[config.mk]
export PLATFORM = sky130hd
export DESIGN_NAME = sccb_config_sequencer
export DESIGN_NICKNAME = d
export VERILOG_FILES = /design/src/rtl/sccb_config_sequencer.sv
export SDC_FILE = /design/constraint.sdc
export NUM_CORES = 1
export LEC_CHECK = 0
export CORE_ASPECT_RATIO = 1.4
export CORE_UTILIZATION = 36
export CTS_BUF_LIST = sky130_fd_sc_hd__clkbuf_2 sky130_fd_sc_hd__clkbuf_4 sky130_fd_sc_hd__clkbuf_8
export DETAILED_ROUTE_END_ITERATION = 7
export PLACE_DENSITY = 0.62
export SYNTH_ARGS = -nofsm -noshare
export SYNTH_HDL_FRONTEND = slang
export SYNTH_SLANG_ARGS = --single-unit
[constraint.sdc]
create_clock -name clk -period 4.5 [get_ports clk]
set_input_delay 0.9 -clock clk [delete_from_list [all_inputs] [get_ports clk]]
set_output_delay 0.9 -clock clk [all_outputs]
set_load 0.1 [all_outputs]
[src/rtl/sccb_config_sequencer.sv]
// Camera register programming sequencer: walks a synchronous config ROM and
// issues each {reg_addr, reg_data} entry as one SCCB write, with delay/end commands.
module sccb_config_sequencer #(
  parameter int CLK_FREQ   = 25_000_000,
  parameter int ROM_AW     = 8,
  parameter int POWERUP_MS = 10
) (
  input  logic              clk,
  input  logic              rst_n,
  input  logic              cfg_start,
  output logic [ROM_AW-1:0] rom_addr,
  input  logic [15:0]       rom_data,
  output logic              sccb_start,
  output logic [7:0]        sccb_address,
  output logic [7:0]        sccb_data,
  input  logic              sccb_ready,
  output logic              cfg_busy,
  output logic              cfg_done,
  output logic [ROM_AW:0]   write_count,
  output logic [3:0]        dbg_state
);

  localparam logic [31:0] CYCLES_PER_MS = 32'(CLK_FREQ / 1000);
  localparam logic [31:0] PWRUP_TOTAL   = 32'(POWERUP_MS) * CYCLES_PER_MS;
  localparam logic [31:0] PWRUP_LOAD    = (PWRUP_TOTAL == 32'd0) ? 32'd0 : PWRUP_TOTAL - 32'd1;
  localparam logic [ROM_AW-1:0] ROM_LAST = {ROM_AW{1'b1}};
  localparam logic [ROM_AW:0]   WC_MAX   = {1'b1, {ROM_AW{1'b0}}};

  typedef enum logic [3:0] {
    PWRUP     = 4'd0,
    FETCH     = 4'd1,
    LATCH     = 4'd2,
    DECODE    = 4'd3,
    SEND      = 4'd4,
    WAIT_ACK  = 4'd5,
    WAIT_DONE = 4'd6,
    DELAY     = 4'd7,
    NEXT      = 4'd8,
    DONE      = 4'd9
  } state_t;

  state_t              state_q, state_d;
  logic [31:0]         cnt_q, cnt_d;
  logic [ROM_AW-1:0]   rom_addr_q, rom_addr_d;
  logic [15:0]         entry_q, entry_d;
  logic [7:0]          addr_q, addr_d;
  logic [7:0]          data_q, data_d;
  logic [ROM_AW:0]     wc_q, wc_d;
  logic [31:0]         dly_prod;

  always_ff @(posedge clk or negedge rst_n) begin
    if (!rst_n) begin
      state_q    <= PWRUP;
      cnt_q      <= PWRUP_LOAD;
      rom_addr_q <= '0;
      entry_q    <= '0;
      addr_q     <= '0;
      data_q     <= '0;
      wc_q       <= '0;
    end else begin
      state_q    <= state_d;
      cnt_q      <= cnt_d;
      rom_addr_q <= rom_addr_d;
      entry_q    <= entry_d;
      addr_q     <= addr_d;
      data_q     <= data_d;
      wc_q       <= wc_d;
    end
  end

  // SCCB handshake: sccb_start is a one-cycle request raised only while
  // sccb_ready is high; the engine accepts it on that edge, drops ready the
  // next cycle and raises it again when the write has finished.
  always_comb begin
    state_d    = state_q;
    cnt_d      = cnt_q;
    rom_addr_d = rom_addr_q;
    entry_d    = entry_q;
    addr_d     = addr_q;
    data_d     = data_q;
    wc_d       = wc_q;
    sccb_start = 1'b0;
    dly_prod   = {24'd0, entry_q[7:0]} * CYCLES_PER_MS;
    case (state_q)
      PWRUP: begin
        if (cnt_q == 32'd0) state_d = FETCH;
        else                cnt_d   = cnt_q - 32'd1;
      end
      FETCH: state_d = LATCH;
      LATCH: begin
        entry_d = rom_data;
        state_d = DECODE;
      end
      DECODE: begin
        if (entry_q == 16'hFFFF) begin
          state_d = DONE;
        end else if (entry_q[15:8] == 8'hFF) begin
          cnt_d   = (dly_prod == 32'd0) ? 32'd0 : dly_prod - 32'd1;
          state_d = DELAY;
        end else begin
          addr_d  = entry_q[15:8];
          data_d  = entry_q[7:0];
          state_d = SEND;
        end
      end
      SEND: begin
        if (sccb_ready) begin
          sccb_start = 1'b1;
          state_d    = WAIT_ACK;
        end
      end
      WAIT_ACK: begin
        if (!sccb_ready) state_d = WAIT_DONE;
      end
      WAIT_DONE: begin
        if (sccb_ready) begin
          if (wc_q != WC_MAX) wc_d = wc_q + (ROM_AW+1)'(1);
          state_d = NEXT;
        end
      end
      DELAY: begin
        if (cnt_q == 32'd0) state_d = NEXT;
        else                cnt_d   = cnt_q - 32'd1;
      end
      NEXT: begin
        // A table without an end marker stops after its last slot.
        if (rom_addr_q == ROM_LAST) begin
          state_d = DONE;
        end else begin
          rom_addr_d = rom_addr_q + ROM_AW'(1);
          state_d    = FETCH;
        end
      end
      DONE: begin
        if (cfg_start) begin
          rom_addr_d = '0;
          wc_d       = '0;
          state_d    = FETCH;
        end
      end
      default: state_d = PWRUP;
    endcase
  end

  assign rom_addr     = rom_addr_q;
  assign sccb_address = addr_q;
  assign sccb_data    = data_q;
  assign write_count  = wc_q;
  assign cfg_busy     = (state_q != DONE);
  assign cfg_done     = (state_q == DONE);
  assign dbg_state    = state_q;

endmodule

==> impl_metrics.sql <==
INSERT INTO impl_metrics (metric_group, metric, value, unit) VALUES
('sta', 'final_period_minus_worst_setup_slack', '4.35', 'ns'),
('synthesis', 'synth-seq-cells', '85', ''),
('critical_path', 'required', '4.76', 'ns'),
('grt', 'grt_pass1_wl', '26200', 'µm'),
('critical_path', 'worst_r2r_path_depth', '17', ''),
('synthesis', 'async_flop_share', '100', '%'),
('critical_path', 'crit_path_cell_trace', 'buf_4 -> ha_1 -> ha_1 -> fa_1 -> ha_1 -> ha_1 -> buf_4 -> a21oi_1 -> buf_4 -> xor2_1 -> nand3_2 -> a21oi_2 -> o211ai_1 -> buf_4 -> nor4_4 -> nand2b_4 -> o21ai_0', ''),
('detailed_routing', 'drcViolationCount', '0', ''),
('sta', 'hold-worst-slack', '0.491', 'ns'),
('synthesis', 'seq_area_frac_synth', '33.2', '%'),
('outcome', 'status', 'complete, no violations', ''),
('sta', 'slew-limit-headroom', '28.1', '%'),
('floorplan', 'design.die.area', '18400', 'µm²'),
('detailed_routing', 'wire_per_inst', '15.3', 'µm'),
('synthesis', 'leading_area_contributor_after_synthesis', 'sky130_fd_sc_hd__dfrtp_1', ''),
('grt', 'overflow', '0', ''),
('critical_path', 'reg2reg_slack', '0.15', 'ns'),
('placement', 'dp_hpwl', '12000', 'µm'),
('detailed_routing', 'via_count', '5511', ''),
('critical_path', 'crit_path_start_kind', 'flip-flop', ''),
('synthesis', 'number_of_different_library_cells_in_the_post_synthesis_netlist', '76', ''),
('synthesis', 'post-synth-top-area-fraction', '29.1', '%'),
('sta', 'fmax', '230', 'MHz'),
('grt', 'number_of_global_route_vias_before_repair', '5423', ''),
('sta', 'crit_share_post_route', '96.8', '%'),
('synthesis', 'synth.top_cells.by_count', '75 x sky130_fd_sc_hd__dfrtp_1, 64 x sky130_fd_sc_hd__nand2_1, 60 x sky130_fd_sc_hd__o21ai_0', ''),
('cts', 'cts_tree', 'yes', ''),
('placement', 'buffer_ports.inserted', '59', ''),
('floorplan', 'rows', '57', ''),
('placement', 'placement.cell_area', '7600', 'µm²'),
('sta', 'timing.final.max_slew_violations', '0', ''),
('synthesis', 'synth.yosys.warnings', '0', ''),
('min_path', 'end_point_of_the_worst_hold_path', 'sccb_data[1]', ''),
('finish', 'syn2layout_area_growth', '26.9', '%'),
('cts', 'cts_num_sinks', '85', ''),
('grt', 'grt_start_max_net_pins', '66', ''),
('cts', 'skew_pair_late_insertion_delay', '0.38', 'ns'),
('min_path', 'hold_class', 'flip-flop to flip-flop', ''),
('critical_path', 'worst-endpoint-arrival', '4.61', 'ns'),
('min_path', 'hold-path-cell-count', '2', ''),
('critical_path', 'crit_path_max_incr_delay', '0.47', 'ns'),
('detailed_routing', 'ant_nets', '0', ''),
('finish', 'post-route-cell-area', '8170', 'µm²'),
('critical_path', 'worst_r2r_endpoint', 'cnt_q[5]', ''),
('finish', 'design.final.nets', '895', ''),
('min_path', 'hp-start', 'sccb_data[1]', ''),
('run', 'max_cap_violations', '0', ''),
('sta', 'rsz0062_at_grt', 'yes', ''),
('sta', 'skew', '0.0156', 'ns'),
('floorplan', 'placeableCoreArea', '17400', 'µm²'),
('synthesis', 'syn_area_cell', '9.23', 'µm²'),
('sta', 'timing_worst_slew_pin_value', '1.08', 'ns'),
('placement', 'dp_worst_setup_slack', '-0.0700', 'ns'),
('detailed_routing', 'wirelength', '16000', 'µm'),
('synthesis', 'synth_top_flop_cell', 'sky130_fd_sc_hd__dfrtp_1', ''),
('grt', 'grt_usage', '17.9', '%'),
('finish', 'antenna-diode-count', '0', ''),
('finish', 'final_layout_size_suffix_gt1_share', '22.8', '%'),
('floorplan', 'io-pin-count', '60', ''),
('detailed_routing', 'drt_iter0_drc', '192', ''),
('grt', 'antenna_found_initial', '0', ''),
('sta', 'final-hold-violation-count', '0', ''),
('synthesis', 'netlist_top_cells_area', 'sky130_fd_sc_hd__dfrtp_1 29%, sky130_fd_sc_hd__ha_1 11%, sky130_fd_sc_hd__o21ai_0 4.7%, sky130_fd_sc_hd__mux2_2 4.5%, sky130_fd_sc_hd__dfstp_2 4.1%', ''),
('cts', 'cts.htree.levels', '3', ''),
('cts', 'cts_max_path_buffers', '2', ''),
('finish', 'nFillCells', '1672', ''),
('detailed_routing', 'viasPerCell', '5.27', ''),
('critical_path', 'critical_path_class', 'flip-flop to flip-flop', ''),
('cts', 'clk_root_buffer_cell', 'sky130_fd_sc_hd__clkbuf_8', ''),
('finish', 'final_core_util', '47.0', '%'),
('sta', 'post-route-worst-setup-slack', '0.146', 'ns');
-- routing by layer --
| layer | share of wire [%] | track usage [%] |
|---|---|---|
| met2 | 54 | 32.9 |
| met4 | 2.4 | 7.20 |
| met1 | 41 | 20.3 |
| met5 | 0 | 0 |
| met3 | 2.1 | 2.47 |
-- worst max-delay path by stage --
stage                          start         to  slack [ns]
after floorplan           entry_q[2]   cnt_q[4]        0.02
after CTS                 entry_q[4]  cnt_q[14]        0.01
after global routing      entry_q[4]   cnt_q[4]       -0.03
after global placement    entry_q[4]   cnt_q[6]        0.04
after detailed placement  entry_q[4]   cnt_q[5]       -0.07
final                     entry_q[6]   cnt_q[5]        0.15
-- placed cells by master, fill, tap and decap left out, types with 6 or more instances in the layout --
master                            netlist  layout
sky130_fd_sc_hd__clkdlybuf4s50_1        0      56
sky130_fd_sc_hd__nand2b_1               8       8
sky130_fd_sc_hd__a21oi_1               41      38
sky130_fd_sc_hd__ha_1                  58      51
sky130_fd_sc_hd__ha_4                   0       7
sky130_fd_sc_hd__mux2_2                26      26
sky130_fd_sc_hd__a21o_1                11      11
sky130_fd_sc_hd__nor4_1                16      14
sky130_fd_sc_hd__clkbuf_8               0      10
sky130_fd_sc_hd__xor2_1                19      16
sky130_fd_sc_hd__o21ai_0               60      55
sky130_fd_sc_hd__dfrtp_1               75      74
sky130_fd_sc_hd__o21ai_2                7       8
sky130_fd_sc_hd__dfstp_2               10      10
sky130_fd_sc_hd__nand2_1               64      64
sky130_fd_sc_hd__o211ai_1               6       6
sky130_fd_sc_hd__a22oi_1                7       7
sky130_fd_sc_hd__xnor2_1               17      17
sky130_fd_sc_hd__buf_4                  0      62
sky130_fd_sc_hd__and3_1                 7       6
sky130_fd_sc_hd__nand4_1               10      10
sky130_fd_sc_hd__nor2_1                59      57
sky130_fd_sc_hd__nand3_1               22      20
sky130_fd_sc_hd__inv_1                 20      18
sky130_fd_sc_hd__fa_1                  12      10
sky130_fd_sc_hd__nor3_1                26      21
-- per-stage QoR --
step | TNS, ns | cells
2_1_floorplan | 0 | 698
3_3_place_gp | 0 | 1018
3_5_place_dp | -0.595 | 1018
4_1_cts | 0 | 1043
5_1_grt | -0.121 | 1046
6_report | 0 | 1046
-- state kept, by name, summed over array words and instances (netlist names) --
signal        count
sccb_address      8
write_count       9
sccb_data         8
rom_addr          8
entry_q          16
dbg_state         4
cnt_q            32
-- worst max-delay path, delay by kind of cell (launching register included) --
family,cells,cell delay [ns]
AO/OA/AOI/OAI,4,0.59
adder cells (fa/ha/maj),5,1.79
flip-flops,1,0.42
XOR/XNOR,1,0.20
buffers and inverters,4,0.65
AND/OR/NAND/NOR,3,0.59
-- timing repair --
action / CTS / global route
buffers inserted: 6 / 3
cloned: 3 / 0
endpoints found under the setup margin: 18 / 23
pin swaps: 8 / 23
resized for setup: 7 / 47
-- layout make-up --
| class | count | area (µm²) | share of cell area (%) |
|---|---|---|---|
| multi-input cells | 570 | 4430 | 54.2 |
| flip-flops and latches | 85 | 2140 | 26.2 |
| repair buffers | 119 | 1040 | 12.7 |
| well taps | 236 | 295 | 3.61 |
| clock buffers | 10 | 138 | 1.68 |
| inverters | 20 | 75.1 | 0.919 |
| clock inverters | 6 | 53.8 | 0.658 |
-- cell families after synthesis --
group                    Yosys count  synth area share [%]
adder cells (fa/ha/maj)           70                  15.0
AO/OA/AOI/OAI                    176                  18.3
AND/OR/NAND/NOR                  256                  20.6
XOR/XNOR                          36                  4.90
flip-flops                        85                  33.2
buffers and inverters             46                  3.01
multiplexers                      29                  5.01
Power is not shown: default switching activity piles up to over one toggle a cycle in this logic, so the estimate is an artifact.
